[config.mk]
export PLATFORM = sky130hd
export DESIGN_NAME = vga_scan_driver
export DESIGN_NICKNAME = d
export VERILOG_FILES = /design/src/rtl/vga_scan_driver.sv
export SDC_FILE = /design/constraint.sdc
export NUM_CORES = 1
export LEC_CHECK = 0
export CELL_PAD_IN_SITES_DETAIL_PLACEMENT = 0
export CELL_PAD_IN_SITES_GLOBAL_PLACEMENT = 1
export CORE_MARGIN = 4
export CORE_UTILIZATION = 37
export CTS_CLUSTER_DIAMETER = 100
export DETAILED_ROUTE_END_ITERATION = 8
export HOLD_SLACK_MARGIN = 0.1
export PLACE_DENSITY_LB_ADDON = 0.2
export SKIP_LAST_GASP = 1
export SYNTH_ARGS = -nofsm -noshare
export SYNTH_HDL_FRONTEND = slang
export SYNTH_SLANG_ARGS = --single-unit
export TNS_END_PERCENT = 1
[constraint.sdc]
create_clock -name clk -period 1.9 [get_ports clk]
set_input_delay 0.19 -clock clk [delete_from_list [all_inputs] [get_ports clk]]
set_output_delay 0.19 -clock clk [all_outputs]
set_load 0.02 [all_outputs]
[src/rtl/vga_scan_driver.sv]
// VGA raster timing generator: walks the full raster, drives pixel_x/pixel_y to
// the pixel memory and registers masked colour plus syncs onto the board pins.
module vga_scan_driver #(
  parameter int H_VISIBLE = 640,
  parameter int H_FP      = 16,
  parameter int H_SYNC    = 96,
  parameter int H_BP      = 48,
  parameter int V_VISIBLE = 480,
  parameter int V_FP      = 10,
  parameter int V_SYNC    = 2,
  parameter int V_BP      = 33,
  parameter int PIX_DIV   = 4,
  parameter int SYNC_POL  = 0
) (
  input  logic        clk,
  input  logic        rst,
  input  logic        en,
  output logic [9:0]  pixel_x,
  output logic [9:0]  pixel_y,
  input  logic [11:0] rgb_in,
  output logic [3:0]  vga_r,
  output logic [3:0]  vga_g,
  output logic [3:0]  vga_b,
  output logic        vga_hs,
  output logic        vga_vs,
  output logic        visible,
  output logic        frame_start
);

  localparam int H_TOTAL = H_VISIBLE + H_FP + H_SYNC + H_BP;
  localparam int V_TOTAL = V_VISIBLE + V_FP + V_SYNC + V_BP;

  // 11-bit bounds so sync ends equal to 1024 still compare correctly
  localparam logic [10:0] H_VIS  = 11'(H_VISIBLE);
  localparam logic [10:0] H_SS   = 11'(H_VISIBLE + H_FP);
  localparam logic [10:0] H_SE   = 11'(H_VISIBLE + H_FP + H_SYNC);
  localparam logic [10:0] H_LAST = 11'(H_TOTAL - 1);
  localparam logic [10:0] V_VIS  = 11'(V_VISIBLE);
  localparam logic [10:0] V_SS   = 11'(V_VISIBLE + V_FP);
  localparam logic [10:0] V_SE   = 11'(V_VISIBLE + V_FP + V_SYNC);
  localparam logic [10:0] V_LAST = 11'(V_TOTAL - 1);

  localparam int DIV_W = (PIX_DIV > 1) ? $clog2(PIX_DIV) : 1;
  localparam logic [DIV_W-1:0] DIV_LAST = DIV_W'(PIX_DIV - 1);
  localparam logic [DIV_W-1:0] DIV_ONE  = DIV_W'(1);
  localparam logic [DIV_W-1:0] DIV_ZERO = {DIV_W{1'b0}};
  localparam logic SYNC_ON  = (SYNC_POL != 0);
  localparam logic SYNC_OFF = ~SYNC_ON;

  logic [DIV_W-1:0] div_cnt_r;
  logic [DIV_W-1:0] div_nxt_s;
  logic [9:0]       h_cnt_r;
  logic [9:0]       v_cnt_r;
  logic [9:0]       h_nxt_s;
  logic [9:0]       v_nxt_s;
  logic [10:0]      hx_s;
  logic [10:0]      vy_s;
  logic             tick_s;
  logic             act_s;
  logic             hs_s;
  logic             vs_s;
  logic             fs_s;
  logic [11:0]      rgb_s;

  assign pixel_x = h_cnt_r;
  assign pixel_y = v_cnt_r;

  // Pixel tick, next raster position and pin values for the current position
  always_comb begin
    tick_s    = (div_cnt_r == DIV_LAST);
    hx_s      = {1'b0, h_cnt_r};
    vy_s      = {1'b0, v_cnt_r};
    act_s     = (hx_s < H_VIS) && (vy_s < V_VIS);
    hs_s      = ((hx_s >= H_SS) && (hx_s < H_SE)) ? SYNC_ON : SYNC_OFF;
    vs_s      = ((vy_s >= V_SS) && (vy_s < V_SE)) ? SYNC_ON : SYNC_OFF;
    fs_s      = (h_cnt_r == 10'd0) && (v_cnt_r == 10'd0);
    rgb_s     = act_s ? rgb_in : 12'h000;
    div_nxt_s = tick_s ? DIV_ZERO : (div_cnt_r + DIV_ONE);
    h_nxt_s   = h_cnt_r;
    v_nxt_s   = v_cnt_r;
    if (tick_s) begin
      if (hx_s == H_LAST) begin
        h_nxt_s = 10'd0;
        v_nxt_s = (vy_s == V_LAST) ? 10'd0 : (v_cnt_r + 10'd1);
      end else begin
        h_nxt_s = h_cnt_r + 10'd1;
        v_nxt_s = v_cnt_r;
      end
    end else begin
      h_nxt_s = h_cnt_r;
      v_nxt_s = v_cnt_r;
    end
  end

  // Raster counters and pin registers; pins lag the counters by one tick
  always_ff @(posedge clk or negedge rst) begin
    if (!rst) begin
      div_cnt_r   <= DIV_ZERO;
      h_cnt_r     <= 10'd0;
      v_cnt_r     <= 10'd0;
      vga_r       <= 4'h0;
      vga_g       <= 4'h0;
      vga_b       <= 4'h0;
      visible     <= 1'b0;
      frame_start <= 1'b0;
      vga_hs      <= SYNC_OFF;
      vga_vs      <= SYNC_OFF;
    end else if (!en) begin
      div_cnt_r   <= DIV_ZERO;
      h_cnt_r     <= 10'd0;
      v_cnt_r     <= 10'd0;
      vga_r       <= 4'h0;
      vga_g       <= 4'h0;
      vga_b       <= 4'h0;
      visible     <= 1'b0;
      frame_start <= 1'b0;
      vga_hs      <= SYNC_OFF;
      vga_vs      <= SYNC_OFF;
    end else begin
      div_cnt_r   <= div_nxt_s;
      h_cnt_r     <= h_nxt_s;
      v_cnt_r     <= v_nxt_s;
      // frame_start drops on the clk after the (0,0) tick even when ticks are sparse
      frame_start <= tick_s & fs_s;
      if (tick_s) begin
        {vga_r, vga_g, vga_b} <= rgb_s;
        visible <= act_s;
        vga_hs  <= hs_s;
        vga_vs  <= vs_s;
      end
    end
  end

endmodule

# Yosys cells after proc, flatten, opt, wreduce, memory -nomap -nowiden
# Index checks and enable logic that the tools add are counted.
word_totals:
  elab_cells: 57
  ff_bits: 38
  in_bits: 15
  out_inout_bits: 36
op_classes:
  n_eq_ne: 5
  reduce_logical: 7
  order_cmp: 6
  bitwise_logic: 1
  addsub: 3
  mux: 25
ops:
  columns: ["operator", "count"]
  rows:
  - ["$mux W10", 7]
  - ["$mux W4", 6]
  - ["$add A10 B1 Y10 const B", 2]
  - ["$eq A10 B10 Y1 const B", 2]
  - ["$logic_not A10 Y1", 2]
  - ["$lt A10 B10 Y1 const B", 2]
  - ["$lt A10 B9 Y1 const B", 2]
  - ["$mux W12", 1]
  - ["$ge A10 B10 Y1 const B", 1]
  - ["$ge A10 B9 Y1 const B", 1]
  - ["$mux W1", 9]
  - ["$logic_and A1 B1 Y1", 4]
  - ["$mux W2", 2]
  - ["$ne A2 B1 Y1 const B", 2]
  - ["$add A2 B1 Y2 const B", 1]
  - ["$eq A2 B2 Y1 const B", 1]
  - ["$reduce_and A2 Y1", 1]
  - ["$and A1 B1 Y1", 1]

# Longest topological paths before layout
logic_depth:
  depth_word: 5
  mapped_depth: 7
  ltp_nobuf: 6

# Least setup slack after synthesis
# No wires, ideal clock.
synth_path:
  kind: "register to register"
  start: "reg h_cnt_r[0] (netlist: pixel_x[0])"
  end: "reg v_cnt_r[2] (netlist: pixel_y[2])"
  setup_time_ns: 0.143
  path_buffers: 0
  period_less_slack_ns: 1.891
  t_arrival_ns: 1.748
  setup_slack_ns: 0.009
  required_ns: 1.757
  path_stages_with_launch: 6
  cell_sequence: "dfrtp_1 -> ha_1 -> nand4b_1 -> or3_1 -> o21ai_0 -> a21oi_1"
synth_between:
  elab_chain_len: 3
synth_rtl:
  columns: ["element", "line_no", "text"]
  rows:
  - ["from (decl)", "52", "logic [9:0] h_cnt_r;"]
  - ["from (signal assigned)", "121", "h_cnt_r <= h_nxt_s;"]
  - ["$eq A10 B10 Y1", "82", "if (hx_s == H_LAST) begin"]
  - ["$ne A2 B1 Y1 (no source line)", null, null]
  - ["$reduce_and A2 Y1 (no source line)", null, null]
  - ["to (signal assigned)", "122", "v_cnt_r <= v_nxt_s;"]
  - ["to (decl)", "53", "logic [9:0] v_cnt_r;"]
# Every way passes these cells.
# A chain may end at the register's enable or synchronous reset.

# Worst setup path in the final report
layout_path:
  start: "reg h_cnt_r[0] (netlist: pixel_x[0])"
  end: "reg v_cnt_r[9] (netlist: pixel_y[9])"
# Same word-level chain as after synthesis.

==> metrics list <==
- Number of warning messages in the yosys log: 0
- The path class of the tightest hold or removal check is reg -> reg.
- Number of port buffers: 50
- Worst-case clock skew: 0.00433 ns
- The number of global-route vias before repair was 1658.
- Sort of element at the end of the critical path: flop
- Pins Over Slew Limit: 0
- Net count after synthesis: 196
- Of the synthesized area, sequential elements account for 50.4%.
- For this run, design rule violations remaining after detail routing come to 0.
- Master cell of the clock root buffer: sky130_fd_sc_hd__clkbuf_8
- After synthesis, the cell types taking the most area are sky130_fd_sc_hd__dfrtp_1 (48%), sky130_fd_sc_hd__a22o_1 (5.6%), sky130_fd_sc_hd__ha_1 (3.3%).
- Kind of critical path: reg -> reg
- The longest clock path from root to sink contains 2 buffers.
- In the final timing run, aggregate negative setup slack is 0 ns.
* Via-to-Cell Ratio: 5.43
- Clock tree synthesis found a total of 38 sinks.
* Instance count along the most critical hold path: 1
* Number of flip-flops and latches in the synthesized netlist: 38
- Vias after detailed routing: 1673
* Antenna diode count: 0
- The average instance in the mapped netlist occupies 10.7 um2.
- Type of origin of the critical path: flop
* Fmax achieved: 0.548 GHz
* Setup slack of the most critical reg-to-reg path: 0.08 ns
- Number of nets in the layout: 260
* Top-level port count: 51
- Area growth from synthesis to layout: 40.1%
- Yosys cell types: 49
- Fraction of the cycle the final worst path needs: 96.0%
* Core utilization of the finished layout: 54.6%
* Minimum period implied by the final worst setup slack: 1.82 ns
- The analysis attributes to cell leakage a power of 1.08 nW.
* Die Y-Extent: 79.5 um
* Post-synthesis async set-or-reset flop share: 100%
- Detailed placement ended at an HPWL of 3670 um.
* Die width: 79.5 um
- Setup-violating endpoint count in the final report: 0
- Gr usage total: 17.0%
- Launch instance of the worst register-to-register path: pixel_x[0]
* Worst setup slack after layout: 0.0758 ns
- After global routing the overflow that remains totals 0.
* Clock tree from TritonCTS: built
* Largest net degree at the start of global routing: 39
* Number of max-cap violations: 0
- Number of rows in the core area: 25
- In this run the worst path has a maximum fanout of 6.
* Max-Slew Margin vs Limit: 43.9%
- Status: finished clean
- Post-synthesis cell count: 176
* Endpoint, Worst Hold: div_cnt_r[0]
* Post-Synthesis Cell Area: 1890 um2
* Crit path DAT: 2.05 ns
* Measured slew at the worst slew-check pin: 0.842 ns
- Worst hold path startpoint: div_cnt_r[0]
* Top cell type by total area after synthesis: sky130_fd_sc_hd__dfrtp_1
* Capturing point of the worst reg2reg path: pixel_y[9]
- Router iterations before antenna repair: 4
- For this block, the initial DRC count from the detailed router was 98.
- The initial utilization of the core area, before any placement, comes to 39.0%.
* CTS HTree Levels: 2
- At the worst endpoint, the required time is 2.13 ns.
- Counting flops with a built-in enable in the synthesized netlist gives 0.
- For this block, the routed nets add up to 5140 um of wire.
- Detail Route Antenna Nets: 0
- Summed over its instances, the top area cell type makes up 47.7% of the synthesized netlist area.
* Number of buffers added by the clock tree synthesis step: 5
- Fraction of final layout cells with drive strength greater than 1: 12.4%
- Clock slew at reported path FFs: 0.08 ns
- Dividing the detail-routed wire length by the instance count gives 16.7 um.
- Peak supply drop: 437 uV
* Number of antenna violations at the first check in global routing: 0
- Clock latency on the worst-skew pair, taken at its later pin, is 0.29 ns.
- Primary FF master, synth: sky130_fd_sc_hd__dfrtp_1
* First-pass GRT wire length: 8450 um
- Dividing total power by cell area gives a power density of 668 nW/um2.
- Setup repair after global routing left no endpoint under its margin.
- Total die area: 6320 um2
- The floorplan step defined a core boundary enclosing 4850 um2.
- Routability Congestion: 0.865
- The final count of hold timing violations came to 0.
- Reg2Reg Depth: 5
- Worst-case setup slack after placement: 0.0937 ns
[sequential cells by signal (all words and copies together) (netlist names)]
name and flops:
div_cnt_r 2, frame_start 1, pixel_x 10, pixel_y 10, vga_b 4, vga_g 4, vga_hs 1, vga_r 4
vga_vs 1, visible 1
[logic make-up (layout without fill, tap and decap cells)]
family / count (synthesis) / count (layout) / synth area share (%)
and+or+nand+nor: 67 / 67 / 22.2
AOI/OAI and AO/OA: 43 / 43 / 16.1
muxes: 1 / 1 / 0.529
DFF: 38 / 38 / 50.4
xor gates and xnor gates: 6 / 6 / 2.78
buffers and inverters: 16 / 81 / 4.57
adders and majority gates: 5 / 5 / 3.31
[cell usage in the layout, fill, tap and decap left out, types with 3 or more instances in the layout]
cell type	instances
sky130_fd_sc_hd__nor2b_1	3
sky130_fd_sc_hd__o31ai_1	3
sky130_fd_sc_hd__ha_1	4
sky130_fd_sc_hd__nand2_1	7
sky130_fd_sc_hd__a21oi_1	7
sky130_fd_sc_hd__clkdlybuf4s50_1	49
sky130_fd_sc_hd__nor2_1	9
sky130_fd_sc_hd__xor2_1	3
sky130_fd_sc_hd__o21ai_0	10
sky130_fd_sc_hd__nand4_1	5
sky130_fd_sc_hd__clkbuf_8	5
sky130_fd_sc_hd__dfrtp_1	36
sky130_fd_sc_hd__a22o_1	12
sky130_fd_sc_hd__or3_1	10
sky130_fd_sc_hd__inv_1	7
sky130_fd_sc_hd__nand3b_1	3
sky130_fd_sc_hd__buf_4	15
sky130_fd_sc_hd__xnor2_1	3
sky130_fd_sc_hd__nand3_1	10
[stage by stage]
stage / cell area [um2] / std cells / hold WS [ns] / total power [mW]
detailed placement: 2520 / 299 / 0.347 / 1.09
finish: 2650 / 308 / 0.449 / 1.77
global route: 2650 / 308 / 0.458 / 1.85
CTS: 2650 / 308 / 0.451 / 1.79
global placement: 2520 / 299 / 0.339 / 1.09
floorplan: 1890 / 176 / -0.106 / 0.970
[synth_stat cells, drive strengths merged (2+ instances only)]
cell type	number
dfrtp	36
a22o	12
nand3	11
o21ai	10
or3	10
nor2	9
a21oi	7
inv	7
nand2	7
buf	5
ha	5
nand4	5
clkbuf	4
o31ai	4
nand3b	3
nor2b	3
xnor2	3
xor2	3
and3	2
and4	2
dfstp	2
nand4b	2
nand4bb	2
nor3	2
nor4	2
o211ai	2
[repair_timing]
item                                    4_1_cts  5_1_grt
endpoints found under the setup margin        0        2
buffers inserted                              0        0
resized for setup                             0        1
hold endpoints to repair                     36        0
hold buffers                                  1        0
[final cells by class]
| class | count | area [um2] |
|---|---|---|
| well taps | 67 | 83.8 |
| clock inverters | 3 | 45.0 |
| flip-flops and latches | 38 | 953 |
| multi-input cells | 122 | 853 |
| fillers | 432 | 2200 |
| clock buffers | 5 | 68.8 |
| repair buffers | 66 | 618 |
| inverters | 7 | 26.3 |
[power by group]
part           switching [mW]  leakage [nW]  internal, mW
sequential             0.0214         0.518         0.833
clock                   0.301        0.0504         0.391
combinational           0.117         0.516         0.106
total                   0.440          1.08          1.33
[routing by layer]
layer	GRT usage [%]	wire length, um
met5	0	0
met4	4.12	30
met3	4.85	377
met2	25.5	2320
met1	24.1	2410
[worst max-delay path by stage]
stage                             from          to  slack, ns  cells past startpoint
after global routing      div_cnt_r[0]  pixel_y[3]      0.007                      5
after global placement      pixel_x[0]  pixel_y[3]       0.14                      5
final                       pixel_x[0]  pixel_y[9]       0.08                      5
after CTS                   pixel_x[0]  pixel_y[9]       0.04                      5
after floorplan             pixel_x[0]  pixel_y[2]      0.009                      5
after detailed placement            en    vga_r[2]       0.09                      4
[critical path: stages (launching register included)]
cell and delay, ns:
sky130_fd_sc_hd__dfrtp_1 0.36, sky130_fd_sc_hd__ha_2 0.27, sky130_fd_sc_hd__nand4b_1 0.11, sky130_fd_sc_hd__or3_1 0.46, sky130_fd_sc_hd__o31ai_1 0.34, sky130_fd_sc_hd__o311a_1 0.22
No activity file was read; power rests on OpenSTA's default activity.
